## config.mk

```make
export PLATFORM = sky130hd
export DESIGN_NAME = cordic_pipe
export DESIGN_NICKNAME = d
export VERILOG_FILES = /design/src/rtl/cordic_pipe.sv
export SDC_FILE = /design/constraint.sdc
export NUM_CORES = 2
export LEC_CHECK = 0
export CAP_MARGIN = 20
export CORE_ASPECT_RATIO = 2
export CORE_MARGIN = 5
export CORE_UTILIZATION = 65
export CTS_CLUSTER_SIZE = 10
export DETAILED_ROUTE_END_ITERATION = 6
export GPL_ROUTABILITY_DRIVEN = 0
export PLACE_DENSITY = 0.82
export SETUP_SLACK_MARGIN = 0.02
export SYNTH_ARGS = -nofsm -noshare
export SYNTH_HDL_FRONTEND = slang
export SYNTH_SLANG_ARGS = --single-unit
```

## constraint.sdc

```tcl
create_clock -name clk -period 40.8 [get_ports clk]
set_clock_uncertainty 0.2 [all_clocks]
set_input_delay 8.16 -clock clk [delete_from_list [all_inputs] [get_ports clk]]
set_output_delay 8.16 -clock clk [all_outputs]
set_load 0.01 [all_outputs]
```

## src/rtl/cordic_pipe.sv

```systemverilog
// Fully pipelined CORDIC engine: quadrant pre-rotation, STAGES micro-rotations and a
// saturating output register, all frozen together by one global stall enable.
module cordic_pipe #(
   parameter int W      = 16,
   parameter int STAGES = 14,
   parameter int TAG_W  = 4
) (
   input  logic                clk,
   input  logic                reset,
   input  logic                in_valid,
   output logic                in_ready,
   input  logic                in_mode,
   input  logic signed [W-1:0] in_x,
   input  logic signed [W-1:0] in_y,
   input  logic        [W-1:0] in_z,
   input  logic [TAG_W-1:0]    in_tag,
   output logic                out_valid,
   input  logic                out_ready,
   output logic signed [W-1:0] out_x,
   output logic signed [W-1:0] out_y,
   output logic        [W-1:0] out_z,
   output logic [TAG_W-1:0]    out_tag,
   output logic                out_ovf
);
   localparam int XW = W + 2;
   localparam logic [W-1:0] QUARTER = {2'b01, {(W-2){1'b0}}};
   localparam logic signed [XW-1:0] SAT_MAX = {3'b000, {(W-1){1'b1}}};
   localparam logic signed [XW-1:0] SAT_MIN = {3'b111, {(W-1){1'b0}}};

   function automatic logic [STAGES*W-1:0] atan_table();
      logic [STAGES*W-1:0] tab;
      real                 a;
      tab = {(STAGES*W){1'b0}};
      for (int i = 0; i < STAGES; i++) begin
         a = $atan(1.0 / (2.0 ** i)) * (2.0 ** (W - 1)) / 3.14159265358979;
         tab[i*W +: W] = W'($rtoi(a + 0.5));
      end
      return tab;
   endfunction

   localparam logic [STAGES*W-1:0] ATAN_TAB = atan_table();

   // Result bit W flags that the value had to be clipped.
   function automatic logic [W:0] saturate(input logic signed [XW-1:0] v);
      if (v > SAT_MAX) begin
         return {1'b1, SAT_MAX[W-1:0]};
      end else if (v < SAT_MIN) begin
         return {1'b1, SAT_MIN[W-1:0]};
      end else begin
         return {1'b0, v[W-1:0]};
      end
   endfunction

   // Index 0 is the pre-rotation register, index k+1 holds the result of iteration k.
   logic                 v_q [0:STAGES];
   logic                 v_d [0:STAGES];
   logic                 m_q [0:STAGES];
   logic                 m_d [0:STAGES];
   logic signed [XW-1:0] x_q [0:STAGES];
   logic signed [XW-1:0] x_d [0:STAGES];
   logic signed [XW-1:0] y_q [0:STAGES];
   logic signed [XW-1:0] y_d [0:STAGES];
   logic [W-1:0]         z_q [0:STAGES];
   logic [W-1:0]         z_d [0:STAGES];
   logic [TAG_W-1:0]     t_q [0:STAGES];
   logic [TAG_W-1:0]     t_d [0:STAGES];

   logic                 out_valid_q, out_valid_d, out_ovf_q, out_ovf_d;
   logic [W-1:0]         out_x_q, out_x_d, out_y_q, out_y_d, out_z_q, out_z_d;
   logic [TAG_W-1:0]     out_tag_q, out_tag_d;
   logic [W:0]           sat_x_s, sat_y_s;
   logic                 en_s;

   assign en_s     = out_ready | ~out_valid_q;
   assign in_ready = en_s;

   // Next-state for every pipeline register: pre-rotation, micro-rotations, output clip.
   always_comb begin
      logic signed [XW-1:0] xe, ye, xs, ys;
      logic                 dpos;
      xe = XW'(in_x);
      ye = XW'(in_y);
      xs = {XW{1'b0}};
      ys = {XW{1'b0}};
      dpos = 1'b0;
      v_d[0] = in_valid;
      m_d[0] = in_mode;
      t_d[0] = in_tag;
      if (!in_mode && in_z[W-1:W-2] == 2'b01) begin
         x_d[0] = -ye;
         y_d[0] = xe;
         z_d[0] = in_z - QUARTER;
      end else if (!in_mode && in_z[W-1:W-2] == 2'b10) begin
         x_d[0] = ye;
         y_d[0] = -xe;
         z_d[0] = in_z + QUARTER;
      end else if (in_mode && in_x[W-1] && !in_y[W-1]) begin
         x_d[0] = ye;
         y_d[0] = -xe;
         z_d[0] = in_z + QUARTER;
      end else if (in_mode && in_x[W-1] && in_y[W-1]) begin
         x_d[0] = -ye;
         y_d[0] = xe;
         z_d[0] = in_z - QUARTER;
      end else begin
         x_d[0] = xe;
         y_d[0] = ye;
         z_d[0] = in_z;
      end

      for (int k = 0; k < STAGES; k++) begin
         xs = x_q[k] >>> k;
         ys = y_q[k] >>> k;
         dpos = m_q[k] ? y_q[k][XW-1] : ~z_q[k][W-1];
         v_d[k+1] = v_q[k];
         m_d[k+1] = m_q[k];
         t_d[k+1] = t_q[k];
         if (dpos) begin
            x_d[k+1] = x_q[k] - ys;
            y_d[k+1] = y_q[k] + xs;
            z_d[k+1] = z_q[k] - ATAN_TAB[k*W +: W];
         end else begin
            x_d[k+1] = x_q[k] + ys;
            y_d[k+1] = y_q[k] - xs;
            z_d[k+1] = z_q[k] + ATAN_TAB[k*W +: W];
         end
      end

      sat_x_s     = saturate(x_q[STAGES]);
      sat_y_s     = saturate(y_q[STAGES]);
      out_valid_d = v_q[STAGES];
      out_x_d     = sat_x_s[W-1:0];
      out_y_d     = sat_y_s[W-1:0];
      out_z_d     = z_q[STAGES];
      out_tag_d   = t_q[STAGES];
      out_ovf_d   = sat_x_s[W] | sat_y_s[W];
   end

   // Whole pipeline advances together; bubbles move like samples.
   always_ff @(posedge clk) begin
      if (reset) begin
         for (int k = 0; k <= STAGES; k++) begin
            v_q[k] <= 1'b0;
            m_q[k] <= 1'b0;
            x_q[k] <= {XW{1'b0}};
            y_q[k] <= {XW{1'b0}};
            z_q[k] <= {W{1'b0}};
            t_q[k] <= {TAG_W{1'b0}};
         end
         out_valid_q <= 1'b0;
         out_x_q     <= {W{1'b0}};
         out_y_q     <= {W{1'b0}};
         out_z_q     <= {W{1'b0}};
         out_tag_q   <= {TAG_W{1'b0}};
         out_ovf_q   <= 1'b0;
      end else if (en_s) begin
         for (int k = 0; k <= STAGES; k++) begin
            v_q[k] <= v_d[k];
            m_q[k] <= m_d[k];
            x_q[k] <= x_d[k];
            y_q[k] <= y_d[k];
            z_q[k] <= z_d[k];
            t_q[k] <= t_d[k];
         end
         out_valid_q <= out_valid_d;
         out_x_q     <= out_x_d;
         out_y_q     <= out_y_d;
         out_z_q     <= out_z_d;
         out_tag_q   <= out_tag_d;
         out_ovf_q   <= out_ovf_d;
      end
   end

   assign out_valid = out_valid_q;
   assign out_x     = out_x_q;
   assign out_y     = out_y_q;
   assign out_z     = out_z_q;
   assign out_tag   = out_tag_q;
   assign out_ovf   = out_ovf_q;

endmodule

```

After elaboration in Yosys (flattened, before gate mapping)
Memory sizes are Yosys's and may differ from the RTL's. A register that Yosys moved wholly into a read port is not among the register bits.
Index checks and enable logic that the tools add are counted.
{"block": "word_totals", "out_inout_bits": 55, "latchBits": 0, "mem_bits_rw": 870, "n_memories": 6, "word_cells": 383, "register_bits": 33, "mem_bits_ro": 0, "inputBits": 57}
{"name": "x_q", "depth": 15, "word_bits": 18, "read_ports": 15, "rd_ports_with_merged_regs": 0, "wr": 15, "line": "59", "source": "logic signed [XW-1:0] x_q [0:STAGES];"}
{"name": "y_q", "depth": 15, "word_bits": 18, "read_ports": 15, "rd_ports_with_merged_regs": 0, "wr": 15, "line": "61", "source": "logic signed [XW-1:0] y_q [0:STAGES];"}
{"name": "z_q", "depth": 15, "word_bits": 16, "read_ports": 15, "rd_ports_with_merged_regs": 1, "wr": 15, "line": "63", "source": "logic [W-1:0] z_q [0:STAGES];"}
{"name": "t_q", "depth": 15, "word_bits": 4, "read_ports": 15, "rd_ports_with_merged_regs": 1, "wr": 15, "line": "65", "source": "logic [TAG_W-1:0] t_q [0:STAGES];"}
{"name": "m_q", "depth": 15, "word_bits": 1, "read_ports": 14, "rd_ports_with_merged_regs": 0, "wr": 15, "line": "57", "source": "logic m_q [0:STAGES];"}
{"name": "v_q", "depth": 15, "word_bits": 1, "read_ports": 15, "rd_ports_with_merged_regs": 1, "wr": 15, "line": "55", "source": "logic v_q [0:STAGES];"}
{"block": "classes", "mux": 167, "n_reduce_logical": 7, "add_sub_neg": 87, "shift": 0, "eq_ne": 2, "div_mod_pow": 0, "n_mul": 0, "n_lt_le_gt_ge": 4, "bitwise": 107}
{"operator": "18-bit two-way mux", "count": 66}
{"operator": "16-bit two-way mux", "count": 33}
{"operator": "1-bit OR", "count": 92}
{"operator": "17-bit two-way mux", "count": 4}
{"operator": "4-bit two-way mux", "count": 15}
{"operator": "1-bit two-way mux", "count": 49}
{"operator": "18-bit by 10-bit adder with 18-bit output", "count": 2}
{"operator": "18-bit by 11-bit adder with 18-bit output", "count": 2}
{"operator": "18-bit by 12-bit adder with 18-bit output", "count": 2}
{"operator": "18-bit by 13-bit adder with 18-bit output", "count": 2}
{"operator": "18-bit by 14-bit adder with 18-bit output", "count": 2}
{"operator": "18-bit by 15-bit adder with 18-bit output", "count": 2}
{"operator": "18-bit by 16-bit adder with 18-bit output", "count": 2}
{"operator": "18-bit by 17-bit adder with 18-bit output", "count": 2}
{"operator": "18-bit by 5-bit adder with 18-bit output", "count": 2}
{"operator": "18-bit by 6-bit adder with 18-bit output", "count": 2}
{"operator": "18-bit by 7-bit adder with 18-bit output", "count": 2}
{"operator": "18-bit by 8-bit adder with 18-bit output", "count": 2}
{"operator": "18-bit by 9-bit adder with 18-bit output", "count": 2}
{"operator": "18-bit by 16-bit greater-than comparator with 1-bit output (second input constant)", "count": 2}
{"operator": "18-bit by 16-bit < comparator with 1-bit output (second input constant)", "count": 2}
{"operator": "16-bit negator with 18-bit output", "count": 2}
{"operator": "18-bit by 10-bit subtractor with 18-bit output", "count": 2}
{"operator": "18-bit by 11-bit subtractor with 18-bit output", "count": 2}
{"operator": "48 further kinds", "count": 79}

Logic depth before layout (Yosys ltp)
{"block": "depth", "word_depth": 7, "mapped_depth": 16, "depth_no_buf": 16}

Worst setup path before layout
No wires, ideal clock.
{"block": "synth_timing", "path_kind": "input to register", "startpoint": "input reset", "endpoint": "memory m_q[0][0], enable pin", "t_arrival_ns": 25.602, "path_stages": 5, "path_slack_ns": 13.794, "path_buffers": 3, "setup_ns": 1.203, "path_cell_list": "clkbuf_1 clkbuf_1 nor2_1 clkbuf_1 inv_1"}
{"element": "start, declared", "line": "9", "source": "input logic reset,"}
{"element": "end, declared", "line": "57"}

Worst setup path in the final report
{"block": "layout_timing", "startpoint": "input out_ready", "endpoint": "output in_ready"}
{"block": "layout_between", "elab_chain_cells": 1}
{"element": "start, declared", "line": "18", "source": "input logic out_ready,"}
{"element": "1-bit OR", "line": "74", "source": "assign en_s = out_ready | ~out_valid_q;"}
{"element": "end, declared", "line": "11", "source": "output logic in_ready,"}
No other way between the ends.

==> flow_summary.yaml <==
synthesis:
  syn_avg_cell_area_um2: 9.39
  synth_cells: 7694
  netlist_area_mm2: 0.0723
  synth_top_cell_area_share: 0.361
  async_flop_share: 0
  synth-seq-cells: 922
  synth-edff-count: 868
  yosysMostFrequentCell: "nor2_1"
  syn-num-nets: 8521
  ys_types: 102
  synth_area_leaders: "edfxtp_1 (36%), ha_1 (13%), nor2_1 (5.0%), xnor2_1 (4.9%), a21oi_1 (4.2%)"
  yosysWarningCount: 0
  ys_seq_area_frac: 0.376
  synth_ff_type: "edfxtp_1"
  yosys.area.top_type: "edfxtp_1"
  synthTopCellsByCount: "nor2_1 (960), edfxtp_1 (868), ha_1 (727), a21oi_1 (612), nand2_1 (505)"
cts:
  h-tree-depth: 3
  cts_buffer_depth: 3
  cts-root-buf: "clkbuf_16"
  cts.clk_slew.worst_paths_ns: 0.05
  clock_latency_ns: 0.75
  numCtsBuffers: 103
  cts.sinks: 922
  cts_tree: "yes"
  holdBufCountCts: 0
  post_cts.repair.setup_buffers: 0
  ctsResizeCount: 0
grt:
  grt_pass1_wl_um: 322000
  overflow: 0
  grt_usage: 0.345
  grt_max_degree: 199
  grt_pass1_vias: 63200
  antenna_found_initial: 10
placement:
  pre_cts_ws_ns: 22.78
  portBuffers: 111
  place_hpwl_um: 151000
drt:
  viasPerCell: 6.63
  drc: 32
  ant_nets: 0
  dr.pass1.iters: 7
  drt-total-wl_um: 207000
  first_iter_violations: 4429
  vias: 61600
  wl_per_cell_um: 22.3
floorplanning:
  die_w_um: 246
  start_util: 0.652
  num_rows: 173
  io_pins: 112
  die_y_um: 482
  core_mm2: 0.111
  fp.dieArea_mm2: 0.118
timing:
  setup_tns_ns: 0
  worst_slack_ns: 22.78
  hold_viol: 0
  fmax_mhz: 55.5
  maxSlewHeadroom: 0.186
  setup_viol: 0
  rsz0062_at_grt: "no"
  slew_violations: 0
  timing.final.crit_share: 0.442
  period_needed_ns: 18.02
  tightest_slew_ns: 1.21
setup_path:
  crit_fanout: 26
  start_kind: "primary input"
  ff2ff_setup_slack_ns: 34.84
  end_kind: "primary output"
  criticalPathCategory: "primary input to primary output"
  critPathArrivalTime_ns: 9.66
  cp.required_ns: 32.44
layout:
  fin_nets: 8570
  fillers: 8300
  drive_above_1_share: 0.0399
  area_growth_pct: 7.70
min_path:
  worstHoldPathType: "register to register"
run_status:
  violations: "DRC"
  status: "complete, but fails checks"
run:
  drv_cap: 0
[kinds of logic (layout without fill, tap and decap cells)]
kind of cell / after synthesis / count (layout) / share of synthesized area
compound gates: 1994 / 1994 / 0.179
xor+xnor: 699 / 699 / 0.0849
fa+ha+maj: 770 / 770 / 0.138
buf+inv: 556 / 660 / 0.0298
flops: 922 / 922 / 0.376
mux: 102 / 102 / 0.0148
other cells: 0 / 7 / 0
simple gates: 2651 / 2651 / 0.178
[flip-flops by register name, indices dropped and copies added, names as in the netlist]
signal     count
m_q           14
out_ovf        1
out_z         16
t_q           60
x_q          270
z_q          240
v_q           15
out_y         16
out_tag        4
y_q          269
out_x         16
out_valid      1
[critical path, stage by stage]
cell             delay, ns
clkdlybuf4s50_1       0.51
nor2b_4               0.07
clkinv_1              0.05
buf_4                 0.27
clkdlybuf4s50_1       0.60
[cell type report]
class | instances | area [um2] | area share
clock inverter | 8 | 158 | 0.00203
clock buffer | 152 | 2760 | 0.0355
tap | 1487 | 1860 | 0.0239
antenna | 7 | 17.5 | 0.000225
sequential | 922 | 27100 | 0.349
multi-input combinational | 6216 | 43000 | 0.553
inverter | 330 | 1250 | 0.0160
timing repair buffer | 170 | 1610 | 0.0207
[path summary, 6_finish.rpt]
check | start | end | cells past startpoint
min reg2reg | out_z[5] | out_z[5] | 2
max reg2reg | y_q[1][89] | x_q[1][107] | 13
max | out_ready | in_ready | 5
min | out_z[5] | out_z[5] | 2
[layer usage]
| metal | up-vias | wire, um | track usage |
|---|---|---|---|
| li1 | 28300 | - | - |
| met2 | 2710 | 110000 | 0.653 |
| met4 | 0 | 26400 | 0.353 |
| met3 | 1432 | 12400 | 0.0805 |
| met1 | 29100 | 58400 | 0.270 |
| met5 | - | 0 | 0 |
[placed cells by master (no fill, tap or decap), types with 88 or more instances in the layout]
cell type        instances
a21o_1                 228
a21oi_1                612
and2_1                 158
clkbuf_16              103
clkdlybuf4s50_1        110
edfxtp_1               868
ha_1                   727
inv_1                  321
nand2_1                505
nand2b_1               115
nand3_1                 99
nor2_1                 958
nor2b_1                159
nor3_1                 235
o21ai_0                385
o31ai_1                 88
or3_1                   88
xnor2_1                403
xor2_1                 294
[metrics by stage]
step	cell area (um2)	hold slack (ns)	util	instances
2_1_floorplan	72300	0.233	-	7694
3_3_place_gp	74800	0.234	0.675	9118
3_5_place_dp	74800	0.241	0.675	9119
4_1_cts	77700	0.253	0.701	9279
5_1_grt	77800	0.279	0.702	9286
6_report	77800	0.250	0.702	9292
Power is not shown: default switching activity piles up to over one toggle a cycle in this logic, so the estimate is an artifact.
